File: src/rtl/quad_pkg.sv
// Shared definitions for the quadrature decoder: direction and phase encodings,
// transition classification and a counter-width helper.
package quad_pkg;

   localparam logic DIR_UP   = 1'b0;
   localparam logic DIR_DOWN = 1'b1;

   // Phase pair is {a, b}; UP walks 00 -> 10 -> 11 -> 01 -> 00.
   localparam logic [1:0] PH_00 = 2'b00;
   localparam logic [1:0] PH_10 = 2'b10;
   localparam logic [1:0] PH_11 = 2'b11;
   localparam logic [1:0] PH_01 = 2'b01;

   typedef enum logic [1:0] {
      TR_NONE,
      TR_UP,
      TR_DOWN,
      TR_ILLEGAL
   } trans_t;

   typedef enum logic {
      ST_INIT,
      ST_TRACK
   } mode_t;

   function automatic trans_t decode_trans(input logic [1:0] prev, input logic [1:0] next);
      trans_t t;
      if (prev == next) begin
         t = TR_NONE;
      end else begin
         case ({prev, next})
            {PH_00, PH_10},
            {PH_10, PH_11},
            {PH_11, PH_01},
            {PH_01, PH_00}: t = TR_UP;
            {PH_00, PH_01},
            {PH_01, PH_11},
            {PH_11, PH_10},
            {PH_10, PH_00}: t = TR_DOWN;
            default:        t = TR_ILLEGAL;
         endcase
      end
      return t;
   endfunction

   function automatic int cnt_width(input int n);
      return (n > 1) ? $clog2(n) : 1;
   endfunction

endpackage

File: src/rtl/quad_input_filter.sv
// Per-channel input conditioning: multi-flop synchroniser followed by a
// stability filter that accepts a new level only after it has held steadily.
module quad_input_filter
   import quad_pkg::*;
#(
   parameter int SYNC_STAGES   = 2,
   parameter int FILTER_CYCLES = 2
) (
   input  logic clk,
   input  logic reset,
   input  logic pin,
   output logic level,
   output logic settled
);

   localparam int CW = cnt_width(FILTER_CYCLES);
   localparam logic [CW-1:0] CNT_LAST = CW'(FILTER_CYCLES - 1);

   logic [SYNC_STAGES-1:0] chain;
   logic [CW-1:0]          stable_cnt;
   logic                   sync;

   assign sync = chain[SYNC_STAGES-1];

   always_ff @(posedge clk or negedge reset) begin
      if (!reset) begin
         chain      <= '0;
         stable_cnt <= '0;
         level      <= 1'b0;
      end else begin
         chain <= {chain[SYNC_STAGES-2:0], pin};
         if (sync == level) begin
            stable_cnt <= '0;
         end else if (stable_cnt == CNT_LAST) begin
            level      <= sync;
            stable_cnt <= '0;
         end else begin
            stable_cnt <= stable_cnt + CW'(1);
         end
      end
   end

   // Nothing in flight anywhere between the pin sampler and the accepted level.
   assign settled = (chain == {SYNC_STAGES{level}}) && (stable_cnt == '0);

endmodule

File: src/rtl/quad_decoder.sv
// Quadrature A/B decoder: filters both phases, classifies each accepted phase
// change and maintains a wrap-around position count, direction, step and error.
module quad_decoder
   import quad_pkg::*;
#(
   parameter int WIDTH         = 4,
   parameter int SYNC_STAGES   = 2,
   parameter int FILTER_CYCLES = 2
) (
   input  logic             clk,
   input  logic             reset,
   input  logic             a,
   input  logic             b,
   input  logic             clr,
   output logic [WIDTH-1:0] count,
   output logic             dir,
   output logic             step,
   output logic             err
);

   localparam int RW = cnt_width(FILTER_CYCLES);
   localparam logic [RW-1:0] REST_LAST = RW'(FILTER_CYCLES - 1);

   logic          a_f, b_f;
   logic          a_settled, b_settled;
   logic [1:0]    pair;
   logic [1:0]    ref_ph;
   trans_t        trans;
   mode_t         mode;
   logic          primed;
   logic [RW-1:0] rest_cnt;
   logic          rest_ok;

   quad_input_filter #(
      .SYNC_STAGES  (SYNC_STAGES),
      .FILTER_CYCLES(FILTER_CYCLES)
   ) u_filt_a (
      .clk    (clk),
      .reset  (reset),
      .pin    (a),
      .level  (a_f),
      .settled(a_settled)
   );

   quad_input_filter #(
      .SYNC_STAGES  (SYNC_STAGES),
      .FILTER_CYCLES(FILTER_CYCLES)
   ) u_filt_b (
      .clk    (clk),
      .reset  (reset),
      .pin    (b),
      .level  (b_f),
      .settled(b_settled)
   );

   assign pair  = {a_f, b_f};
   assign trans = decode_trans(ref_ph, pair);

   // The first edge after reset has no genuine pin sample in the synchroniser
   // yet, so the rest-at-00 window only opens once primed is set.
   assign rest_ok = primed && a_settled && b_settled && (pair == PH_00);

   always_ff @(posedge clk or negedge reset) begin
      if (!reset) begin
         count    <= '0;
         dir      <= DIR_UP;
         step     <= 1'b0;
         err      <= 1'b0;
         ref_ph   <= PH_00;
         mode     <= ST_INIT;
         primed   <= 1'b0;
         rest_cnt <= '0;
      end else begin
         primed <= 1'b1;
         step   <= 1'b0;
         case (mode)
            ST_INIT: begin
               if (pair != ref_ph) begin
                  ref_ph <= pair;
                  mode   <= ST_TRACK;
               end else if (rest_ok) begin
                  if (rest_cnt == REST_LAST) mode <= ST_TRACK;
                  else                       rest_cnt <= rest_cnt + RW'(1);
               end else begin
                  rest_cnt <= '0;
               end
            end
            ST_TRACK: begin
               case (trans)
                  TR_UP: begin
                     count  <= count + WIDTH'(1);
                     dir    <= DIR_UP;
                     step   <= 1'b1;
                     ref_ph <= pair;
                  end
                  TR_DOWN: begin
                     count  <= count - WIDTH'(1);
                     dir    <= DIR_DOWN;
                     step   <= 1'b1;
                     ref_ph <= pair;
                  end
                  TR_ILLEGAL: begin
                     err    <= 1'b1;
                     ref_ph <= pair;
                  end
                  default: ;
               endcase
            end
            default: mode <= ST_INIT;
         endcase
         // Clear wins over a same-cycle step on count; step and dir still report it.
         if (clr) begin
            count <= '0;
            err   <= 1'b0;
         end
      end
   end

endmodule

File: config.mk
export PLATFORM = sky130hd
export DESIGN_NAME = quad_decoder
export DESIGN_NICKNAME = d
export VERILOG_FILES = /design/src/rtl/quad_pkg.sv /design/src/rtl/quad_input_filter.sv /design/src/rtl/quad_decoder.sv
export SDC_FILE = /design/constraint.sdc
export NUM_CORES = 1
export LEC_CHECK = 0
export ABC_AREA = 0
export CORE_MARGIN = 2
export CORE_UTILIZATION = 41
export CTS_CLUSTER_SIZE = 25
export DETAILED_ROUTE_END_ITERATION = 10
export GPL_TIMING_DRIVEN = 0
export SYNTH_ARGS = -nofsm -noshare
export SYNTH_HDL_FRONTEND = slang
export SYNTH_HIERARCHICAL = 1
export SYNTH_SLANG_ARGS = --single-unit
File: constraint.sdc
create_clock -name clk -period 3.6 [get_ports clk]
set_clock_uncertainty 0.05 [all_clocks]
set_input_delay 0.36 -clock clk [delete_from_list [all_inputs] [get_ports clk]]
set_output_delay 0.36 -clock clk [all_outputs]
set_load 0.05 [all_outputs]
# == Word-level counts from Yosys, hierarchy flattened ==
# Memory sizes are Yosys's and may differ from the RTL's.
# Index checks and enable logic that the tools add are counted.
# word_totals
register_bits,20
romBits,32
output_inout_bits,7
wordCells,79
mem_count,1
# mem_list
name,words,width,read_ports,rd_ports_with_merged_regs,write_ports,line,rtl
(name not given),16,2,1,0,0,quad_pkg.sv:31,"case ({prev, next})"
# classes
add_sub_neg,5
n_eq_ne,11
muxes,23
n_bitwise,6
n_reduce_logical,19
# op_table
operator,n
1-bit 2-to-1 mux,15
2-bit AND reduction,7
4-bit 2-to-1 mux,2
4-bit one-hot mux with 2 select lines,1
2-bit == test,3
2-bit 2-to-1 mux,3
1-bit inverter,6
2-bit nonzero test,3
1-bit logical AND,5
4-bit by 1-bit adder with 4-bit output (second input constant),1
2-bit == test (second input constant),2
2-bit inequality test (second input constant),2
2-bit one-hot mux with 2 select lines,1
4-bit by 1-bit subtractor with 4-bit output (second input constant),1
1-bit adder (second input constant),3
3-bit nonzero test,1
3-bit OR reduction,1
1-bit == test,2
2-bit by 1-bit == test with 1-bit output (second input constant),1
2-bit zero test,1
2-bit inequality test,1
1-bit one-hot mux with 2 select lines,1
2-bit OR reduction,1

# == Depth between registers and ports, before layout ==
# logic_depth
ltp_word,8
depth_mapped,11
ltp_nobuf,10

# == Modules after synthesis ==
# The synthesis kept the hierarchy.
# by_module_without_submodules
module,instances,cells_each,area_each_um2,seq_area_each_um2
quad_decoder,1,73,743.2,300.3
quad_input_filter,2,10,140.1,100.1

# == Least setup slack after synthesis ==
# OpenSTA, ideal clock, no wires.
# synth_path
kind,register to register
startpoint,register u_filt_b.level
endpoint,register count[2]
setup_ps,126
arrival_time_ps,2141
t_required_ps,3424
slack_ps,1283
stages_incl_launch_ff,11
period_less_slack_ps,2317
cell_sequence,dfrtp_1 > buf_6 > mux2i_1 > nor2_1 > a21oi_1 > ha_1 > xor2_1 > ha_1 > a31oi_1 > and4b_1 > a311o_1
# synth_via
elab_chain_cells,6
# synth_rtl
element,line,rtl
start: declaration,quad_input_filter.sv:12,"output logic level,"
start signal: assignment,quad_input_filter.sv:35,level <= sync;
memory 16 x 2 bit / 2-bit == test (equally long branches),--,
2-bit 2-to-1 mux *,quad_pkg.sv:28,if (prev == next) begin
2-bit == test / 2-bit by 1-bit == test with 1-bit output (equally long branches),quad_decoder.sv:89,case (trans)
4-bit one-hot mux with 2 select lines,quad_decoder.sv:89,
4-bit 2-to-1 mux,quad_decoder.sv:76,case (mode)
4-bit 2-to-1 mux,quad_decoder.sv:112,if (clr) begin
end signal: assignment,quad_decoder.sv:91,count <= count + WIDTH'(1);
end signal: assignment,quad_decoder.sv:97,count <= count - WIDTH'(1);
end: declaration,quad_decoder.sv:15,"output logic [WIDTH-1:0] count,"
# Mark *: on every way between the ends. The rest lies on a longest branch, timed or not. The select of a mux whose other input is x is not followed.
# A chain may end at the register's enable or synchronous reset.

# == Worst setup path in the final report ==
# Ends and elaborated chain as after synthesis.

==> out/qor.txt <==
Crit path arrival time -> 2680 ps
hold path depth -> 0
# port buffers -> 11
clock latency on the worst-skew pair -> 300 ps
wire per inst -> 11.4 um
share of cells above drive strength 1 -> 12.0%
Max IR drop VDD -> 0.000473 V
routability cong. -> 0.682
power after layout -> 1.18 mW
max-slew violation count -> 0
worst-margin pin slew -> 875 ps
critical path fanouts, max -> 10
chip width -> 54.0 um
Post-Syn Nets -> 103
Pleak -> 0.539 nW
Power Density -> 977 nW/um^2
dominant synthesized flop cell -> dfrtp_1
post-cts sizing count -> 0
setup TNS -> 0 ps
hpwl dp -> 1200 um
RSZ-0062 raised after global routing -> false
sequential share of the synthesized area -> 48.9%
I/O pin cnt -> 12
mapped cell area -> 1020 um^2
Syn Area/Cell -> 11.0 um^2
root buffer cell -> clkbuf_4
core footprint -> 2410 um^2
most used cell, CP -> ha_1
Max Fclk -> 394 MHz
reg-to-reg critical path endpoint -> count[2]
Mapped Cells -> 93
first-pass GRT wire length -> 2730 um
number of buffers created by CTS -> 3
Yosys top cell by area -> dfrtp_1
Hold Path Origin -> u_filt_b/chain[0]
most common cell in the netlist -> dfrtp_1
Via Count -> 693
clock sinks -> 20
cell family with most CP delay -> compound AO/OA/AOI/OAI gates
WP buf/inv -> 1
worst reg-to-reg setup slack -> 1060 ps
Worst slew margin -> 41.5%
Yosys warnings -> 6
FF-to-FF Start -> u_filt_b/level
Max-Cap Viols -> 0
Cell Rows -> 18
initial antenna violation count -> 0
DRC -> 0
pin count of the biggest net entering global routing -> 21
crit path time final -> 2540 ps
Clock Path Buffers -> 2
aggregate global-route resource usage -> 13.5%
Post-synth EDFFs -> 0
WS Path Type -> reg -> reg
multi-input logic area -> 479 um^2
drt first pass iters -> 3
Max stage delay cell, worst path -> dfrtp_1
1st-iter DRT viols -> 1
Layout fillers -> 213
cells along the critical path -> buf_6 > mux2i_1 > nor2_1 > a21oi_1 > ha_1 > xor2_1 > ha_1 > a31oi_1 > and4b_1 > a311o_1
Vias per Instance -> 5.02
CTS clk-pin slew, worst paths -> 110 ps
WHS Endpoint -> u_filt_b/chain[1]
Hold Vio Cnt, Final -> 0
setup violators final -> 0
Setup crit end kind -> register
period utilization -> 70.5%
Critical path origin -> u_filt_b/level
synthesized flop and latch total -> 20
n_diodes -> 0
top cells by area, synth -> dfrtp_1 (49%), ha_1 (6.1%), mux2_2 (4.4%), xor2_1 (3.4%), mux2i_1 (2.9%)
H-tree levels -> 1
starting density of the core -> 42.5%
Setup crit start kind -> register
commonest cells in the netlist -> dfrtp_1 (20), nand2_1 (8), nor2_1 (7)
Hold WC Path Type -> reg -> reg
vias in the first global route -> 642
Syn-to-layout area delta -> 18.0%
WL final -> 1570 um
Distinct cells, synth -> 33
required time of the critical path -> 3740 ps
register area -> 500 um^2
Die Y -> 54.0 um
cells on worst reg2reg path -> 10
number of setup buffers added after CTS -> 0
area fraction of the dominant cell type after synthesis -> 48.9%
status -> completed
Crit path largest cell delay -> 440 ps
Post-synth ARST share -> 100%
die area -> 2910 um^2
nets -> 119
GRT overflow -> 0
Routed Antenna Nets -> 0
hold-fix buffers at CTS -> 0
CTS tree -> built
[metrics by stage]
step | setup slack, ps | hold slack, ps | util, % | std cells | area, um^2
CTS | 1030 | 363 | 50.1 | 138 | 1210
floorplan | 1280 | 14.4 | - | 93 | 1020
global route | 868 | 379 | 50.1 | 138 | 1210
detailed placement | 1040 | 337 | 48.6 | 134 | 1170
finish | 1060 | 355 | 50.1 | 138 | 1210
global placement | 1130 | 325 | 48.6 | 134 | 1170
[report_power, final]
group          leakage [nW]  internal [mW]  switching, mW
Sequential            0.244          0.294         0.0475
Clock                0.0210         0.0617         0.0658
Combinational         0.274          0.314          0.397
[registers in the layout (all words and copies together), names as in the netlist]
name                 count
u_filt_b/stable_cnt      1
ref_ph                   2
dir                      1
u_filt_a/level           1
count                    4
mode                     1
u_filt_b/chain           2
err                      1
u_filt_a/chain           2
u_filt_a/stable_cnt      1
rest_cnt                 1
step                     1
u_filt_b/level           1
primed                   1
[worst max path at each step]
stage                     endpoint  slack, ps  cells after the start
after global routing      count[2]        870                     10
after CTS                 count[2]       1030                     10
after global placement    count[2]       1130                     10
after floorplan           count[2]       1280                     10
final                     count[2]       1060                     10
after detailed placement  count[2]       1040                     10
[final cells by class]
type	count	area share [%]
buffer	4	2.69
sequential	20	41.5
inverter	3	0.933
clock buffer	4	3.01
timing repair buffer	11	9.12
tap	30	3.11
multi-input combinational	66	39.7
[per-layer routing]
layer	wire (um)	GRT usage, %	vias up	share of wire (%)
li1	-	-	354	-
met1	699	15.5	323	44
met2	785	22.8	11	50
met3	54	3.33	5	3.4
met4	34	7.69	0	2.2
met5	0	0	-	0
[layout by cell type (no fill, tap or decap), drive strengths merged, types with 2 or more instances in the layout]
| cell type | Yosys | routed |
|---|---|---|
| nor2 | 7 | 7 |
| mux2 | 6 | 6 |
| xnor2 | 3 | 3 |
| clkdlybuf4s50 | 0 | 11 |
| a31oi | 3 | 3 |
| clkbuf | 0 | 4 |
| mux2i | 3 | 3 |
| o211ai | 2 | 2 |
| o21ai | 2 | 2 |
| ha | 5 | 5 |
| inv | 3 | 3 |
| nand2 | 8 | 8 |
| nand3 | 2 | 2 |
| or3 | 2 | 2 |
| nor3 | 2 | 2 |
| a21oi | 4 | 4 |
| xor2 | 5 | 5 |
| buf | 4 | 4 |
| dfrtp | 20 | 20 |
[kinds of logic (layout without fill, tap and decap cells)]
kind of cell	count (synthesis)	count (layout)	share of synthesized area, %
simple gates	28	28	13.7
flops	20	20	48.9
compound gates	15	15	9.54
mux	9	9	9.54
xor+xnor	8	8	7.58
buf+inv	7	22	4.28
fa+ha+maj	5	5	6.11
other cells	1	1	0.366
Power figures use the tool's default switching activity.
